`src/rtl/inst_fetch_queue.sv`:
```
// Generic FIFO with synchronous flush and a head that is readable without popping.
// Latency: a pushed entry is visible at the head the cycle after the push.
// Backpressure: push is ignored when full and pop is ignored when empty; flush wins over both.
module ifq_fifo #(
    parameter int WIDTH = 32,
    parameter int DEPTH = 4
) (
    input  logic                     clk,
    input  logic                     rst,
    input  logic                     flush,
    input  logic                     push_vld,
    input  logic [WIDTH-1:0]         push_dat,
    input  logic                     pop_rdy,
    output logic                     head_vld,
    output logic [WIDTH-1:0]         head_dat,
    output logic [$clog2(DEPTH):0]   count
);
    localparam int PTR_W = $clog2(DEPTH);
    localparam logic [PTR_W:0] FULL = (PTR_W+1)'(DEPTH);

    logic [WIDTH-1:0] mem [DEPTH];
    logic [PTR_W-1:0] wr_ptr, rd_ptr;
    logic [PTR_W:0]   cnt;
    logic             do_push, do_pop;

    assign do_push  = push_vld && !flush && (cnt != FULL);
    assign do_pop   = pop_rdy && !flush && (cnt != '0);
    assign head_vld = (cnt != '0);
    assign head_dat = mem[rd_ptr];
    assign count    = cnt;

    always_ff @(posedge clk or negedge rst) begin
        if (!rst) begin
            wr_ptr <= '0;
            rd_ptr <= '0;
            cnt    <= '0;
        end else if (flush) begin
            wr_ptr <= '0;
            rd_ptr <= '0;
            cnt    <= '0;
        end else begin
            if (do_push) wr_ptr <= wr_ptr + 1'b1;
            if (do_pop)  rd_ptr <= rd_ptr + 1'b1;
            case ({do_push, do_pop})
                2'b10:   cnt <= cnt + 1'b1;
                2'b01:   cnt <= cnt - 1'b1;
                default: cnt <= cnt;
            endcase
        end
    end

    // Storage needs no reset: the pointers and count decide what is valid.
    always_ff @(posedge clk) begin
        if (do_push) mem[wr_ptr] <= push_dat;
    end
endmodule

// Instruction fetch front end: fetches from the shared SRAM port and queues words with PCs for decode.
// Latency: 2 cycles from an accepted request to the word on inst; 1 word/cycle sustained.
// Backpressure: requests stop while queued plus inflight words fill DEPTH; a denied grant holds the request.
module inst_fetch_queue #(
    parameter int                 DATA_W   = 16,
    parameter int                 ADDR_W   = 16,
    parameter int                 DEPTH    = 4,
    parameter int                 PC_STEP  = 1,
    parameter logic [ADDR_W-1:0]  RESET_PC = '0,
    parameter logic [DATA_W-1:0]  NOP_WORD = DATA_W'(16'h0800)
) (
    input  logic                      clk,
    input  logic                      rst,
    input  logic                      redirect_valid,
    input  logic [ADDR_W-1:0]         redirect_pc,
    input  logic                      mem_grant,
    output logic                      mem_req,
    output logic [ADDR_W-1:0]         mem_addr,
    input  logic [DATA_W-1:0]         mem_rdata,
    output logic                      inst_valid,
    output logic [DATA_W-1:0]         inst,
    output logic [ADDR_W-1:0]         inst_pc,
    input  logic                      inst_ready,
    output logic [$clog2(DEPTH):0]    level
);
    localparam int LVL_W = $clog2(DEPTH) + 1;
    localparam logic [LVL_W-1:0] DEPTH_L = LVL_W'(DEPTH);

    typedef struct packed {
        logic [DATA_W-1:0] word;
        logic [ADDR_W-1:0] pc;
    } entry_t;

    typedef enum logic {BOOT, RUN} state_t;

    state_t            state, state_nxt;
    logic [ADDR_W-1:0] fetch_pc, req_pc;
    logic              inflight, discard;
    logic              accept, push, pop;
    logic [LVL_W-1:0]  occ;
    entry_t            push_dat, head_dat;
    logic              head_vld;

    assign occ    = level + {{(LVL_W-1){1'b0}}, inflight};
    assign accept = mem_req && mem_grant;
    // A response arriving together with a redirect belongs to the old stream.
    assign push   = inflight && !discard && !redirect_valid;
    assign pop    = head_vld && inst_ready && !redirect_valid;

    assign push_dat.word = mem_rdata;
    assign push_dat.pc   = req_pc;

    always_comb begin
        state_nxt = state;
        mem_req   = 1'b0;
        case (state)
            BOOT: state_nxt = RUN;
            RUN:  mem_req = !redirect_valid && (occ < DEPTH_L);
            default: state_nxt = BOOT;
        endcase
    end

    always_ff @(posedge clk or negedge rst) begin
        if (!rst) begin
            state    <= BOOT;
            fetch_pc <= RESET_PC;
            req_pc   <= '0;
            inflight <= 1'b0;
            discard  <= 1'b0;
        end else begin
            state    <= state_nxt;
            inflight <= accept;
            // Marks a response still outstanding across a redirect as stale.
            discard  <= accept && redirect_valid;
            if (accept) req_pc <= fetch_pc;
            if (redirect_valid)
                fetch_pc <= redirect_pc;
            else if (accept)
                fetch_pc <= fetch_pc + ADDR_W'(PC_STEP);
        end
    end

    ifq_fifo #(
        .WIDTH (DATA_W + ADDR_W),
        .DEPTH (DEPTH)
    ) u_fifo (
        .clk      (clk),
        .rst      (rst),
        .flush    (redirect_valid),
        .push_vld (push),
        .push_dat (push_dat),
        .pop_rdy  (pop),
        .head_vld (head_vld),
        .head_dat (head_dat),
        .count    (level)
    );

    assign mem_addr   = fetch_pc;
    assign inst_valid = head_vld;
    assign inst       = head_vld ? head_dat.word : NOP_WORD;
    assign inst_pc    = head_vld ? head_dat.pc : '0;
endmodule
```
`config.mk`:
```
export PLATFORM = sky130hd
export DESIGN_NAME = inst_fetch_queue
export DESIGN_NICKNAME = d
export VERILOG_FILES = /design/src/rtl/inst_fetch_queue.sv
export SDC_FILE = /design/constraint.sdc
export NUM_CORES = 1
export LEC_CHECK = 0
export ABC_AREA = 1
export ABC_CLOCK_PERIOD_IN_PS = 3400
export BUFFER_PORTS_ARGS = -buffer_cell sky130_fd_sc_hd__buf_2
export CORE_MARGIN = 3
export CORE_UTILIZATION = 40
export DETAILED_ROUTE_END_ITERATION = 8
export HOLD_SLACK_MARGIN = 0.1
export MAX_ROUTING_LAYER = met4
export SETUP_SLACK_MARGIN = 0.05
export SYNTH_ARGS = -nofsm -noshare
export SYNTH_HDL_FRONTEND = slang
export SYNTH_HIERARCHICAL = 1
export SYNTH_SLANG_ARGS = --single-unit
```
`constraint.sdc`:
```
create_clock -name clk -period 3.4 [get_ports clk]
set_input_delay 0.34 -clock clk [delete_from_list [all_inputs] [get_ports clk]]
set_output_delay 0.34 -clock clk [all_outputs]
set_load 0.1 [all_outputs]
```
After elaboration in Yosys (flattened, before gate mapping). Memory sizes are Yosys's and may differ from the RTL's. Index checks and enable logic that the tools add are counted. Widths: inputs -> output; s select.

Add/sub/neg operators: 6. Multipliers: 0. Divide/modulo/power cells: 0. Order comparisons: 1. Eq/ne operators: 3. Shift-type cells: 0. Muxes and demuxes: 13. Bitwise gates (word level): 0. Reductions and logical operators: 18.

Operators with widths (number): $mux 16 (4); $add 16x1->16 const B (1); $logic_and 1x1->1 (11); $mux 2 (4); $pmux 3 s2 (1); $reduce_bool 2->1 (3); $reduce_bool 3->1 (2); $add 2x1->2 const B (2); $add 3x1->3 (1); $add 3x1->3 const B (1); $lt 3x3->1 const B (1); $mux 1 (3); $mux 3 (1); $ne 3x3->1 const B (1); $sub 3x1->3 const B (1); $eq 2x1->1 const B (1); $eq 2x2->1 const B (1); $logic_not 1->1 (2).

Bits in registers: 42. Bits in latches: 0. Memory bits (writable): 128. Memory bits (read-only): 0. Output and inout port bits: 53. Logic and storage cells: 50. Memories kept: 1.

Memories: u_fifo.mem (words 4, bits a word 32, rd ports 1, clocked after Yosys merged registers in 0, write ports 1, line 21) `logic [WIDTH-1:0] mem [DEPTH];`.

Depth between registers and ports, before layout.
Word-level depth: 8. Gate-level depth with buffers: 16. Depth with buffers taken out: 15.

Cells and area by module. The synthesis kept the hierarchy.

By module, submodules not included: ifq_fifo (instances 1, cells an instance 374, area an instance 5233.8 sq um, sequential area each 4018.9 sq um); inst_fetch_queue (instances 1, cells an instance 315, area an instance 2153.3 sq um, sequential area each 875.8 sq um).

Worst setup path before layout. OpenSTA, ideal clock, no wires.

Kind: reg-to-output. Start: reg u_fifo.cnt[2] (netlist: u_fifo/count[2]). End: out inst_pc[10]. Arrival time: 2.855 ns. Path slack: 0.205 ns. Cell stages (with the launch flop): 7. Buffers on the path: 2. Path through: dfrtp_1 -> inv_1 -> nand2_2 -> clkbuf_1 -> clkbuf_1 -> nand2_1 -> inv_1.

Word-level cells in the longest chain between the ends: 2.

RTL lines: from (decl) (line 23) `logic [PTR_W:0] cnt;`; from (signal assigned) (line 45) `2'b10: cnt <= cnt + 1'b1;`; from (signal assigned) (line 46) `2'b01: cnt <= cnt - 1'b1;`; from (signal assigned) (line 47) `default: cnt <= cnt;`; $reduce_bool 3->1 (line 28) `assign head_vld = (cnt != '0);`; via inst_valid (line 77) `output logic inst_valid,`; $mux 16 (line 158) `assign inst_pc = head_vld ? head_dat.pc : '0;`; to (decl) (line 79) `output logic [ADDR_W-1:0] inst_pc,`.

The timed path passes the listed nets, and every way through them passes these cells.

==> flow_summary.toml <==
[timing]
maxSlewHeadroom = 0.323
hold_viol = 0
fmax_ghz = 0.336
layout_worst_path_cycle_share = 0.875
fin_worst_hold_slack_ns = 0.125
timing.final.ws_setup_ns = 0.426
timing.setup.tns_ns = 0
skew_ns = 0.0154
shortest_clock_period_the_worst_path_allows_after_layout_ns = 2.97
worst-slew-pin-transition_ns = 1.01
setup_viol = 0
rsz0062_at_grt = "no"
final_max_slew_viol_count = 0

[logic_synthesis]
ys_async_sr_fraction = 0.247
synth-edff-count = 128
synth.ff_latch_count = 170
synthesis.instances = 689
ys.flop_type = "sky130_fd_sc_hd__edfxtp_1"
seq_total_area_yosys = 0.663
syn-num-nets = 732
synth_area_um2 = 7390
yosys_warnings = 6
synth_cell_types = 31
post_synth.cell_area_avg_um2 = 10.7

[setup_path]
critical_path.cell_chain = "inv_4 > o21ai_0 > o22ai_1 > nand2_1 > inv_1 > buf_2"
setup.worst_path.class = "register to primary output"
worst_path_max_delay_cell = "sky130_fd_sc_hd__dfrtp_2"
crit_family = "buffers and inverters"
slowest_delay_ns = 0.64
cp.buffers_inverters = 3
timing.critical_path.fanout_max = 67
worst_ep_arrival_ns = 2.63
worst-endpoint-required_ns = 3.06
start_kind = "register"
worst_setup_path_end_kind = "primary output"

[drt]
route.detailed.vias_per_inst = 5.04
vias = 5132
drt-initial-drc-count = 316
routed_wl_um = 15600
detailedRoute.firstPassIterationCount = 5
antenna_left = 0
drc = 0
avgRoutedWirePerCell_um = 15.3

[power]
power.ir.vdd_worst_v = 0.000555
power_report.internal_total_mw = 3.70
cellLeakagePower_nw = 3.67
cellPowerDensity_nw_per_um2 = 729
power_switching_mw = 2.57
p_total_mw = 6.27
power.clock.fraction = 0.285
netSwitchingFraction = 0.409
seq_power_share = 0.409
comb_power_share = 0.306

[die]
fp.dieArea_um2 = 20100
floorplan.initialDensity = 0.410
core_um2 = 18000
ios = 90
die_w_um = 142
die_height_um = 142
row_count = 49

[global_routing]
groute.usage.overall = 0.170
vias_in_the_first_global_route = 5141
grt_antenna_before_repair = 0
first_pass_grt_wire_length_um = 25900
grt_max_degree = 68
globalRouteOverflowTotal = 0

[final_layout]
fillerInstances = 1631
area_of_combinational_cells_with_multiple_inputs_um2 = 2060
most-common-layout-cells = "129 x sky130_fd_sc_hd__nand2_1, 128 x sky130_fd_sc_hd__edfxtp_1, 89 x sky130_fd_sc_hd__buf_2"
instances_no_fill = 1019
final-seq-area_um2 = 4900
nNetsFinal = 820
stdcell_area_um2 = 8610
final_core_util = 0.478
diodes = 0
syn2layout_area_growth_pct = 16.5
drive_above_1_share = 0.209
layout_commonest_cell = "sky130_fd_sc_hd__nand2_1"

[clocking]
ctsLongestPathBuffers = 2
cts.repair_timing.setup_buffer_count = 0
post_cts_sizing_count = 0
tritoncts.num_buffers = 17
htree_num_levels = 4
clkSlewWorstSetupHoldPaths_ns = 0.06
clk_latency_ns = 0.42
clock_tree.root_cell = "sky130_fd_sc_hd__clkbuf_16"
tritoncts_clock_tree = "done"
clock_sinks = 170

[place]
gp_congestion = 0.863
dp_hpwl_um = 9680
placed_area_um2 = 8050
numPlacedInstances = 986
pre_cts_setup_slack_ns = 0.849
port_buffers = 89

[worst_hold_path]
class_of_the_tightest_hold_or_removal_check = "input port to register"

[flow_run]
max_cap_violations = 0

[run_status]
run_status = "complete, no violations"
## Yosys cell counts (2+ instances only)
cell type	n	area, um^2
sky130_fd_sc_hd__nand2_1	129	484
sky130_fd_sc_hd__edfxtp_1	128	3840
sky130_fd_sc_hd__nor2_1	83	312
sky130_fd_sc_hd__o21ai_0	78	390
sky130_fd_sc_hd__inv_1	68	255
sky130_fd_sc_hd__dfrtp_1	42	1050
sky130_fd_sc_hd__nand3_1	38	190
sky130_fd_sc_hd__o22ai_1	32	200
sky130_fd_sc_hd__clkbuf_1	17	63.8
sky130_fd_sc_hd__nand2_2	8	50.1
sky130_fd_sc_hd__o21ai_1	8	40.0
sky130_fd_sc_hd__buf_6	7	78.8
sky130_fd_sc_hd__buf_2	6	30.0
sky130_fd_sc_hd__nand4_1	6	37.5
sky130_fd_sc_hd__o21ai_2	6	52.6
sky130_fd_sc_hd__ha_1	5	62.6
sky130_fd_sc_hd__nand3_2	4	40.0
sky130_fd_sc_hd__nor2_4	4	45.0
sky130_fd_sc_hd__inv_2	3	11.3
sky130_fd_sc_hd__buf_4	2	15.0
sky130_fd_sc_hd__conb_1	2	7.51
sky130_fd_sc_hd__nor2_2	2	12.5
sky130_fd_sc_hd__xnor2_1	2	17.5
sky130_fd_sc_hd__xor2_1	2	17.5
## flip-flops by register name, summed over array words and instances, names as in the netlist
| name | flops |
|---|---|
| u_fifo/rd_ptr | 2 |
| mem_addr | 16 |
| u_fifo/count | 3 |
| u_fifo/wr_ptr | 2 |
| state | 1 |
| inflight | 1 |
| req_pc | 16 |
| discard | 1 |
| u_fifo/mem | 128 |
## final timing paths
kind / from / end / slack [ns] / cells past startpoint
worst max-delay path: u_fifo/rd_ptr[0]$_DFFE_PN0P_ / inst_pc[4] / 0.43 / 6
worst min-delay path: mem_rdata[14] / u_fifo/mem[1][30]$_DFFE_PP_ / 0.13 / 1
worst max register to register: u_fifo/count[0]$_DFFE_PN0P_ / mem_addr[1]$_DFFE_PN0P_ / 0.99 / 7
worst min register to register: req_pc[7]$_DFFE_PN0P_ / u_fifo/mem[0][7]$_DFFE_PP_ / 0.52 / 0
max in group asynchronous: rst / u_fifo/rd_ptr[0]$_DFFE_PN0P_ / 2.14 / 2
min in group asynchronous: rst / mem_addr[12]$_DFFE_PN0P_ / 0.60 / 2
## layout make-up
cell class,instances,area share
inverters,72,0.0317
multi-input cells,415,0.240
well taps,229,0.0333
repair buffers,101,0.0625
flip-flops and latches,170,0.569
clock inverters,13,0.0138
clock buffers,19,0.0503
## power groups by stage
stage	Sequential [mW]	Combinational, mW	Clock, mW
finish	2.56	1.92	1.79
global placement	2.60	1.92	0
detailed placement	2.61	1.93	0
global route	2.59	2.03	1.93
CTS	2.57	1.94	1.83
floorplan	2.80	1.38	0
## what timing repair did
item / 4_1_cts / 5_1_grt
setup endpoints to repair: 0 / 0
endpoints found under the hold margin: 42 / 0
hold buffers: 1 / 0
## cells by family (layout without fill, tap and decap cells)
kind of cell | after synthesis | after routing | synth area share
buf+inv | 104 | 205 | 0.0623
simple gates | 276 | 276 | 0.162
xor+xnor | 4 | 4 | 0.00474
fa+ha+maj | 6 | 6 | 0.0112
other cells | 2 | 2 | 0.00102
flops | 170 | 170 | 0.663
compound gates | 127 | 127 | 0.0964
## per-layer routing
layer | vias up | share of wire | GRT usage
li1 | 2521 | - | -
met1 | 2467 | 0.47 | 0.221
met2 | 134 | 0.48 | 0.271
met3 | 10 | 0.047 | 0.0398
met4 | 0 | 0.0062 | 0.0419
met5 | - | 0 | -
Note: power is estimated with default switching activity, not from simulation.
